--- src/rtl/systolic_collector.sv ---
// Collects a 4x4 result matrix from skewed systolic column streams and drains it row by row.
// Optional protocol-error detection is compiled in with SYSTOLIC_COLLECTOR_ERR_EN.
module systolic_collector #(
  parameter int DATA_WIDTH = 32
) (
  input  logic                  clk,
  input  logic                  rst_n,
  input  logic                  in_valid,
  input  logic [DATA_WIDTH-1:0] in0,
  input  logic [DATA_WIDTH-1:0] in1,
  input  logic [DATA_WIDTH-1:0] in2,
  input  logic [DATA_WIDTH-1:0] in3,
  output logic [DATA_WIDTH-1:0] out_c0,
  output logic [DATA_WIDTH-1:0] out_c1,
  output logic [DATA_WIDTH-1:0] out_c2,
  output logic [DATA_WIDTH-1:0] out_c3,
  output logic [1:0]            out_row,
  output logic                  out_valid,
  input  logic                  out_ready,
  output logic                  busy,
  output logic                  done,
  output logic                  err
);

  typedef enum logic [1:0] {IDLE, COLLECT, DRAIN} state_e;

  state_e                state_q, state_d;
  logic [2:0]            beat_q, beat_d;
  logic [1:0]            row_q, row_d;
  logic                  done_q, done_d;
  logic [DATA_WIDTH-1:0] mat_q [16];
  logic [DATA_WIDTH-1:0] mat_d [16];
  logic [DATA_WIDTH-1:0] in_arr [4];

  always_comb begin
    in_arr[0] = in0;
    in_arr[1] = in1;
    in_arr[2] = in2;
    in_arr[3] = in3;
    state_d   = state_q;
    beat_d    = beat_q;
    row_d     = row_q;
    done_d    = 1'b0;
    mat_d     = mat_q;
    case (state_q)
      IDLE, COLLECT: begin
        if (in_valid) begin
          // Beat s carries C[s-j][j] on column port j; matrix index is {row, col}.
          for (int unsigned j = 0; j < 4; j++) begin
            if ((beat_q >= 3'(j)) && ((beat_q - 3'(j)) <= 3'd3))
              mat_d[{2'(beat_q - 3'(j)), 2'(j)}] = in_arr[2'(j)];
          end
          if (beat_q == 3'd6) begin
            state_d = DRAIN;
            beat_d  = '0;
            row_d   = '0;
          end else begin
            state_d = COLLECT;
            beat_d  = beat_q + 3'd1;
          end
        end
      end
      DRAIN: begin
        if (out_ready) begin
          if (row_q == 2'd3) begin
            state_d = IDLE;
            row_d   = '0;
            done_d  = 1'b1;
          end else begin
            row_d = row_q + 2'd1;
          end
        end
      end
      default: state_d = IDLE;
    endcase
  end

  always_ff @(posedge clk or negedge rst_n) begin
    if (!rst_n) begin
      state_q <= IDLE;
      beat_q  <= '0;
      row_q   <= '0;
      done_q  <= 1'b0;
      for (int unsigned i = 0; i < 16; i++) mat_q[i] <= '0;
    end else begin
      state_q <= state_d;
      beat_q  <= beat_d;
      row_q   <= row_d;
      done_q  <= done_d;
      mat_q   <= mat_d;
    end
  end

  assign out_valid = (state_q == DRAIN);
  assign busy      = (state_q != IDLE);
  assign done      = done_q;
  assign out_row   = out_valid ? row_q : '0;
  assign out_c0    = out_valid ? mat_q[{row_q, 2'd0}] : '0;
  assign out_c1    = out_valid ? mat_q[{row_q, 2'd1}] : '0;
  assign out_c2    = out_valid ? mat_q[{row_q, 2'd2}] : '0;
  assign out_c3    = out_valid ? mat_q[{row_q, 2'd3}] : '0;

`ifdef SYSTOLIC_COLLECTOR_ERR_EN
  logic err_q, err_d;

  // Any beat while draining is a violation, including the cycle that accepts row 3.
  always_comb begin
    err_d = err_q | (in_valid && (state_q == DRAIN));
  end

  always_ff @(posedge clk or negedge rst_n) begin
    if (!rst_n) err_q <= 1'b0;
    else        err_q <= err_d;
  end

  assign err = err_q;
`else
  assign err = 1'b0;
`endif

endmodule

--- config.mk ---
export PLATFORM = sky130hd
export DESIGN_NAME = systolic_collector
export DESIGN_NICKNAME = d
export VERILOG_FILES = /design/src/rtl/systolic_collector.sv
export SDC_FILE = /design/constraint.sdc
export NUM_CORES = 1
export LEC_CHECK = 0
export ABC_AREA = 1
export CORE_UTILIZATION = 35
export DETAILED_ROUTE_END_ITERATION = 10
export PLACE_DENSITY = 0.58
export SLEW_MARGIN = 5
export SYNTH_ARGS = -nofsm -noshare
export SYNTH_HDL_FRONTEND = slang
export SYNTH_SLANG_ARGS = --single-unit
export TNS_END_PERCENT = 50
--- constraint.sdc ---
create_clock -name clk -period 2.7 [get_ports clk]
set_clock_uncertainty 0.15 [all_clocks]
set_input_delay 0.675 -clock clk [delete_from_list [all_inputs] [get_ports clk]]
set_output_delay 0.675 -clock clk [all_outputs]
set_load 0.02 [all_outputs]
==> run metrics <==
status finished with violations; failing checks negative setup slack; Min Clock Period, post-route slightly above 3 ns; met1 usage around 32%; synthesized instance count 3292; Multi-input gate area ~11000 µm²; RSZ-0062 raised after global routing yes; vias per inst 5.22; worst slew pin tran 0.562 ns; clock root buffer clkbuf_16; library cells used by synthesis 28; register area share after synthesis approximately 51%; f_max 325 MHz; clock insertion delay at the later pin of the skew report ~0.6 ns; Final nets around 3700; global placement routability congestion around 0.8; Bufs on Longest Clock Path 3; Residual DRC 0; Power Density ~1200 nW/µm²; vias in the first global route 22800; Sequential Area about 13000 µm²; Post-synth top cells nand2_1 (945), dfrtp_1 (520), nor2_1 (519), o21ai_0 (310), nand4_1 (289); HP Class flop to flop; chip height around 270 µm; post-DP HPWL just under 50 mm; Max H-tree Level 2; Layout area overhead 28.1%; Leakage about 16 nW; setup_tns -35.05 ns; Synth area leader dfrtp_1; DR iter-0 viols roughly 1900; pin count of the biggest net entering global routing between 70 and 80; layer with the highest usage met2; Sink Count 520; required time of the worst setup path between 1.5 and 2 ns; Peak VDD IR just over 0.6 mV; Final Cycle Share 114%; Synth top area share between 50% and 60%; Via Count 23600; Routed WL a little under 90 mm; # rows 98; die width between 200 and 300 µm; global route total overflow 0; Placed Instances 4387; Num CTS Buffers between 50 and 60; top_reg_cell synth dfrtp_1; CP endpoint kind output pin; M3 GR Usage 2.81%; hold path start mat_q[45]$_DFFE_PN0P_; final setup margin -0.379 ns; Clock Pin Slew Worst Setup and Hold Paths 0.06 ns; Post-synth EDFFs 0; Mapped Nets approximately 3400; share of cells above drive strength 1 between 10% and 20%; I/O Buffers around 260; Max Cap Viol 0; Hold Vio Cnt, Final 0; Yosys reg bits 520; Starting Density between 30% and 40%; crit-path max FO 8; die area ~74000 µm²; ranking of synthesized cells by area dfrtp_1 (51%), nand2_1 (14%), nor2_1 (7.7%); DRT Pass-1 Iters 5; Reg2Reg Launch Point beat_q[1]$_DFFE_PN0P_; M2 GR Usage 36.4%; startpoint class of the critical path flop; Antenna Nets Post-Route 0; initial antenna violation count 3; critical path class flop to output pin; core box area approximately 70000 µm²; global-route wire length before repair about 130 mm; most common cell in the synthesized netlist nand2_1; critical path arrival about 2.3 ns; I/O pin count roughly 270; Wirelength per Cell roughly 19 µm; CTS tree built; Netlist Area Pre-Place ~25000 µm²; setup violators final ~130; Max-slew headroom 62.5%; Cell Count, Final, Fillers Out around 4500; Fillers slightly above 7000; async set-or-reset flop fraction in the synthesized netlist between 90% and 100%; Syn Area/Cell 7.71 µm²; Ys Warns 0; Slew Limit Fails 0; critical path startpoint row_q[0]$_DFFE_PN0P_; GRT Overall Usage around 23%
## layer usage
metal | part of all wire, % | up-vias
met5 | 0 | -
met4 | 2.1 | 0
met3 | 5.0 | 113
met2 | 47 | 644
met1 | 45 | 11500
li1 | - | 11400
## critical path: stages (launching register included)
cell,delay [ns]
dfrtp_4,0.55
buf_12,0.19
buf_12,0.13
clkbuf_16,0.15
nor2_1,0.05
nor2_1,0.08
o21ai_0,0.09
a21oi_1,0.23
buf_4,0.19
## timing repair
action,CTS,global route
setup endpoints to repair,131,131
pin swaps,26,57
endpoints found under the hold margin,27,0
setup buffers,3,14
hold buffers,1,0
gates resized for setup,472,330
gates cloned,3,15
## cell usage in the layout (no fill, tap or decap), types with 73 or more instances in the layout
master           instances
a21oi_1                 96
buf_4                  210
clkbuf_16               73
clkdlybuf4s50_1        133
dfrtp_1                518
inv_1                   74
nand2_1                945
nand3_1                137
nand4_1                289
nor2_1                 494
o21ai_0                224
o21ai_1                131
## flip-flops by register name, indices dropped and copies added (netlist names)
signal / flops
state_q: 2
mat_q: 512
row_q: 2
done: 1
beat_q: 3
## worst paths after layout
check / depth (start not counted) / slack [ns] / endpoint
setup / recovery: 8 / -0.38 / out_c0[24]
min in group asynchronous: 2 / 0.44 / mat_q[372]$_DFFE_PN0P_
hold / removal: 2 / 0.31 / mat_q[45]$_DFFE_PN0P_
setup reg to reg: 7 / 0.31 / mat_q[89]$_DFFE_PN0P_
max in group asynchronous: 3 / 1.09 / mat_q[418]$_DFFE_PN0P_
hold reg to reg: 2 / 0.31 / mat_q[45]$_DFFE_PN0P_
## through the flow
| step | hold slack [ns] | utilization [%] | power, mW | setup slack [ns] | area, µm² |
|---|---|---|---|---|---|
| 4_1_cts | 0.317 | 44.6 | 38.1 | -0.453 | 31900 |
| 2_1_floorplan | 0.229 | - | 23.5 | 0.236 | 25400 |
| 3_3_place_gp | 0.298 | 41.8 | 29.3 | -0.236 | 29900 |
| 3_5_place_dp | 0.303 | 41.8 | 29.6 | -0.245 | 29900 |
| 5_1_grt | 0.332 | 45.4 | 42.2 | -0.460 | 32500 |
| 6_report | 0.314 | 45.4 | 39.3 | -0.379 | 32500 |
## where the power goes
part | internal, mW | switching [mW]
clock network | 4.70 | 3.29
logic | 6.68 | 11.4
registers | 11.3 | 1.92
total | 22.7 | 16.6
## cell families after synthesis
kind of cell / count (synthesis) / share of synthesized area [%]
compound gates: 490 / 9.75
fa+ha+maj: 13 / 0.641
buf+inv: 360 / 6.29
flops: 520 / 51.3
other cells: 1 / 0.0148
simple gates: 1908 / 32.0
## layout make-up
type                            instances  area share, %
Multi-Input combinational cell       2412           33.9
Timing Repair Buffer                  459           15.5
Sequential cell                       520           40.1
Clock buffer                           93           5.53
Tap cell                              950           3.66
Inverter                               81           1.00
Clock inverter                         12          0.347
Antenna cell                            3         0.0231
Note: power is estimated with default switching activity, not from simulation.
